[src/rtl/maria_bus_arbiter.sv]
// ---------------------------------------------------------------------------
// maria_bus_arbiter
//
// CPU-side responder to Maria's DMA bus-request handshake. Maria asks for the
// bus by pulling halt_b low. Ownership is handed over only at the end of a
// CPU read cycle, because the 6502 cannot stall a write. While Maria owns the
// bus, the CPU clock enable is held off and the bus address comes from Maria.
// A watchdog force-releases a grant that lasts too long.
//
// Ports
//   sysclk          system clock; all state changes on the rising edge
//   reset           synchronous, active-high reset
//   cpu_phase       one-sysclk strobe marking the end of a CPU bus cycle
//   cpu_rw          CPU R/W for the current cycle (1 = read)
//   cpu_AB[15:0]    CPU address
//   halt_b          Maria DMA request, active low
//   ready           Maria ready (0 = WSYNC stall)
//   maria_drive_AB  Maria is actively driving maria_AB
//   maria_AB[15:0]  Maria DMA address
//   bus_AB[15:0]    address presented to the memory map
//   bus_we          write strobe to the memory map (CPU writes only)
//   cpu_ce          CPU clock enable
//   maria_owns      bus granted to Maria
//   wd_trip         sticky watchdog flag, cleared only by reset
//   halt_count      saturating count of sysclk cycles spent in GRANT
// ---------------------------------------------------------------------------
module maria_bus_arbiter #(
    parameter int WD_LIMIT    = 1023,
    parameter int TURN_CYCLES = 1
) (
    input  logic        sysclk,
    input  logic        reset,
    input  logic        cpu_phase,
    input  logic        cpu_rw,
    input  logic [15:0] cpu_AB,
    input  logic        halt_b,
    input  logic        ready,
    input  logic        maria_drive_AB,
    input  logic [15:0] maria_AB,
    output logic [15:0] bus_AB,
    output logic        bus_we,
    output logic        cpu_ce,
    output logic        maria_owns,
    output logic        wd_trip,
    output logic [15:0] halt_count
);

    localparam int WD_W = $clog2(WD_LIMIT + 1);
    localparam int TC_W = (TURN_CYCLES > 1) ? $clog2(TURN_CYCLES + 1) : 1;

    typedef enum logic [1:0] {
        ST_RUN   = 2'd0,
        ST_PEND  = 2'd1,
        ST_GRANT = 2'd2,
        ST_TURN  = 2'd3
    } state_t;

    state_t            state_q,      state_d;
    logic [WD_W-1:0]   wd_cnt_q,     wd_cnt_d;
    logic [TC_W-1:0]   turn_cnt_q,   turn_cnt_d;
    logic [15:0]       halt_count_q, halt_count_d;
    logic              wd_trip_q,    wd_trip_d;
    logic              lockout_q,    lockout_d;
    logic [15:0]       hold_ab_q,    hold_ab_d;
    logic              trip_now;
    logic              we_raw;

    always_comb begin
        state_d      = state_q;
        wd_cnt_d     = '0;
        turn_cnt_d   = '0;
        halt_count_d = halt_count_q;
        wd_trip_d    = wd_trip_q;
        // After a watchdog release, a request is ignored until halt_b has
        // been seen high once; any high sample clears the lockout.
        lockout_d    = lockout_q & ~halt_b;
        trip_now     = 1'b0;
        cpu_ce       = 1'b0;
        bus_AB       = cpu_AB;
        we_raw       = 1'b0;
        maria_owns   = 1'b0;

        case (state_q)
            ST_RUN: begin
                cpu_ce = cpu_phase & ready;
                we_raw = ~cpu_rw & cpu_phase;
                // A read strobe coinciding with the falling request is not
                // used; PEND waits for the next read boundary.
                if (!halt_b && !lockout_q) begin
                    state_d = ST_PEND;
                end
            end
            ST_PEND: begin
                cpu_ce = cpu_phase & ready;
                we_raw = ~cpu_rw & cpu_phase;
                // ready does not participate: the handover is decided on the
                // read boundary alone.
                if (halt_b) begin
                    state_d = ST_RUN;
                end else if (cpu_phase && cpu_rw) begin
                    state_d = ST_GRANT;
                end
            end
            ST_GRANT: begin
                maria_owns = 1'b1;
                bus_AB     = maria_drive_AB ? maria_AB : hold_ab_q;
                wd_cnt_d   = wd_cnt_q + WD_W'(1);
                if (halt_count_q != 16'hFFFF) begin
                    halt_count_d = halt_count_q + 16'd1;
                end
                // This cycle is the WD_LIMIT-th consecutive GRANT cycle.
                if (wd_cnt_q == WD_W'(WD_LIMIT - 1)) begin
                    trip_now  = 1'b1;
                    wd_trip_d = 1'b1;
                    lockout_d = 1'b1;
                    state_d   = ST_TURN;
                end else if (halt_b) begin
                    state_d = ST_TURN;
                end
            end
            ST_TURN: begin
                // A request arriving during turnaround is taken on the exit
                // edge straight into PEND.
                if (turn_cnt_q == TC_W'(TURN_CYCLES - 1)) begin
                    state_d = (!halt_b && !lockout_q) ? ST_PEND : ST_RUN;
                end else begin
                    turn_cnt_d = turn_cnt_q + TC_W'(1);
                end
            end
            default: begin
                state_d = ST_RUN;
            end
        endcase

        bus_we    = we_raw & ~reset;
        hold_ab_d = bus_AB;
    end

    assign wd_trip    = wd_trip_q | trip_now;
    assign halt_count = halt_count_q;

    always_ff @(posedge sysclk) begin
        if (reset) begin
            state_q      <= ST_RUN;
            wd_cnt_q     <= '0;
            turn_cnt_q   <= '0;
            halt_count_q <= '0;
            wd_trip_q    <= 1'b0;
            lockout_q    <= 1'b0;
            hold_ab_q    <= '0;
        end else begin
            state_q      <= state_d;
            wd_cnt_q     <= wd_cnt_d;
            turn_cnt_q   <= turn_cnt_d;
            halt_count_q <= halt_count_d;
            wd_trip_q    <= wd_trip_d;
            lockout_q    <= lockout_d;
            hold_ab_q    <= hold_ab_d;
        end
    end

endmodule

[config.mk]
export PLATFORM = sky130hd
export DESIGN_NAME = maria_bus_arbiter
export DESIGN_NICKNAME = d
export VERILOG_FILES = /design/src/rtl/maria_bus_arbiter.sv
export SDC_FILE = /design/constraint.sdc
export NUM_CORES = 1
export LEC_CHECK = 0
export BUFFER_PORTS_ARGS = -buffer_cell sky130_fd_sc_hd__buf_2
export CAP_MARGIN = 20
export CORE_ASPECT_RATIO = 0.8
export CORE_MARGIN = 2
export CORE_UTILIZATION = 52
export CTS_BUF_LIST = sky130_fd_sc_hd__clkbuf_16
export DETAILED_ROUTE_END_ITERATION = 10
export GPL_TIMING_DRIVEN = 1
export PLACE_DENSITY = 0.92
export SETUP_SLACK_MARGIN = 0.4
export SLEW_MARGIN = 20
export SYNTH_ARGS = -nofsm -noshare
export SYNTH_HDL_FRONTEND = slang
export SYNTH_SLANG_ARGS = --single-unit
[constraint.sdc]
create_clock -name sysclk -period 5.47 [get_ports sysclk]
set_input_delay 0.8205 -clock sysclk [delete_from_list [all_inputs] [get_ports sysclk]]
set_output_delay 0.8205 -clock sysclk [all_outputs]
set_load 0.02 [all_outputs]
==> metrics.txt <==
outcome=finished clean; Syn Nets=308; Die Y=62.88 um; Final Cell Area=between 2000 and 3000 um^2; DR WL/cell=around 13 um; Slew Viols, Final=0; Synth Area per Inst=8.471 um^2; Root Driver=clkbuf_16; Die ar.=between 4000 and 5000 um^2; vias in the first global route=1968; Peak Freq=about 350 MHz; ant diodes=0; Total GRT Usage=between 20% and 30%; top cells by area, synth=dfxtp_1, mux2i_1, nor2b_1; RSZ-0062 raised after global routing=no; dpl cell area=around 2700 um^2; setup violators final=0; Leak Pwr=between 1 and 1.5 nW; Final ANT Viol Nets=0; hold_buf cts=0; EDFF count, synth=0; clk sinks=47; Via density=around 5.4; core box area=4178 um^2; #FFs+latches synth=47; global-route wire length before repair=approximately 8600 um; I/O pin count=75; Yosys warning count=0; hold slack=0.4977 ns; Setup Crit Path Kind=register to output pin; remaining global-route overflow=0; Setup TNS Final=0 ns; DR iter-0 viols=119; Final Wtd Congestion=between 0.7 and 0.8; required time worst endpoint=around 4.7 ns; postcts setup bufs=0; Fillers=approximately 370; PortBufs=74; CTS Buf Count=5; Cell variety after synth=38; cell count after synthesis=around 270; register area share after synthesis=a little over two fifths; CP max FO=34; CP max stage cell=dfxtp_1; Remaining DRCs=0; Final min period=approximately 2.8 ns; CP startpoint kind=register; clk_lat worst skew=between 0.2 and 0.3 ns; Initial Util=between 50% and 60%; delay-heaviest family, CP=simple AND/OR/NAND/NOR gates; DP Cell Count=roughly 390; routed via count=2119; CP max stage delay=0.49 ns; final hold viol count=0; clock-pin slew on the worst setup and hold paths=0.06 ns; DR pass1 iterations=4; Pwr Density=~260 nW/um^2; most common cell in the netlist=dfxtp_1; synthesized cell area=between 2000 and 2500 um^2; Worst setup EP type=output pin; DP HPWL=3529 um; Cell Rows=21; worst path bufs/invs=2; Max VDD drop=roughly 0.00015 V; Max H-tree Level=2; Tightest Pin Transition=between 0.7 and 0.8 ns; P&R area growth vs syn=23.82%; chip width=about 78 um; Period Utilization, post-route=51.60%; Synth area leader=dfxtp_1; initial antenna violation count=0; Worst Path Arrival=2.00 ns; Most used DFF post-synth=dfxtp_1; ys async rst share=0%; Overall Power=approximately 0.73 mW; PostCTS Resize Cnt=0; largest net degree at the start of global routing=44; DRT Wirelength=5034 um; share of cells above drive strength 1=27.68%; skew final=0.004394 ns; HP Class=register to register; Non-Filler Instances=between 300 and 400; post-synth top area share=between 40% and 50%; nets@finish=between 300 and 400; maximum capacitance violations=0; CTS Buffer Depth=2; worst path cell trace=nand2b_1 -> buf_4 -> nor4_1 -> or2_2 -> buf_2; Post-synth top cells=dfxtp_1, nor2_1, nand2_1, o21ai_0, nor2b_1; Relative slew margins=about 52%; CTS tree=done
## power by group
group          leakage (nW)  internal (mW)  total, mW  switching (mW)
combinational         0.794         0.0361     0.0853          0.0492
clock                0.0762          0.165      0.283           0.118
sequential            0.384          0.353      0.358         0.00492
## worst reg2reg max path, cell delays in order, from the launching register on
cell and delay (ns):
dfxtp_1 0.42, ha_1 0.37, nand4_2 0.18, nor4_1 0.67, buf_4 0.27, o21ai_0 0.08, a21oi_1 0.17
## placed cells by master (no fill, tap or decap), types with 2 or more instances in the layout
cell type,instances
a211oi_1,2
a21oi_1,10
a311oi_1,3
a31oi_1,3
and3_1,2
buf_2,74
buf_4,3
clkbuf_16,5
dfxtp_1,47
ha_1,3
inv_1,10
mux2_2,5
mux2i_1,17
nand2_1,24
nand2b_1,2
nand3_1,9
nand4_1,4
nor2_1,25
nor2b_1,21
nor3_1,8
nor4_1,7
o21ai_0,22
o31ai_1,2
or2_2,2
or3_1,7
xnor2_1,4
xor2_1,3
## state kept, by name, summed over array words and instances, names as in the netlist, named ones only
signal	flops
halt_count	16
hold_ab_q	16
wd_cnt_q	10
lockout_q	1
state_q	1
turn_cnt_q	1
wd_trip_q	1
## cell families (layout without fill, tap and decap cells)
group           count (synthesis)  count (layout)  share of synthesized area (%)
xor+xnor                        7               7                          2.721
fa+ha+maj                       3               3                          1.666
compound gates                 44              44                          11.16
simple gates                  119             119                          28.26
buf+inv                        23              93                          4.219
mux                            22              22                          10.05
flops                          47              47                          41.75
other cells                     1               1                         0.1664
## layout make-up
type / count / area (um^2) / share of cell area [%]
tap: 57 / 71.32 / 2.556
sequential: 47 / 940.9 / 33.72
multi-input combinational: 196 / 1217 / 43.63
inverter: 8 / 30.03 / 1.076
clock buffer: 5 / 125.1 / 4.484
clock inverter: 3 / 12.51 / 0.4484
timing repair buffer: 77 / 392.9 / 14.08
## per-stage QoR
stage	utilization, %	setup slack [ns]
2_1_floorplan	-	2.587
3_3_place_gp	63.49	2.855
3_5_place_dp	63.49	2.831
4_1_cts	66.79	2.614
5_1_grt	66.79	2.419
6_report	66.79	2.647
## worst paths after layout
kind	from	endpoint	slack [ns]	cells after the start
worst max-delay path	register	wd_trip	2.65	5
worst min-delay path	wd_cnt_q[0]	wd_cnt_q[0]	0.50	1
worst max register to register	halt_count[0]	halt_count[1]	3.24	6
worst min register to register	wd_cnt_q[0]	wd_cnt_q[0]	0.50	1
## routing by layer
layer	wire (um)	part of all wire [%]	vias to the layer above	GRT usage, %
met1	2278	45	950	26.60
li1	-	-	1068	-
met5	0	0	-	0
met2	2235	44	91	36.10
met3	438	8.7	10	4.769
met4	80	1.6	0	8.482
No activity file was read; power rests on OpenSTA's default activity.
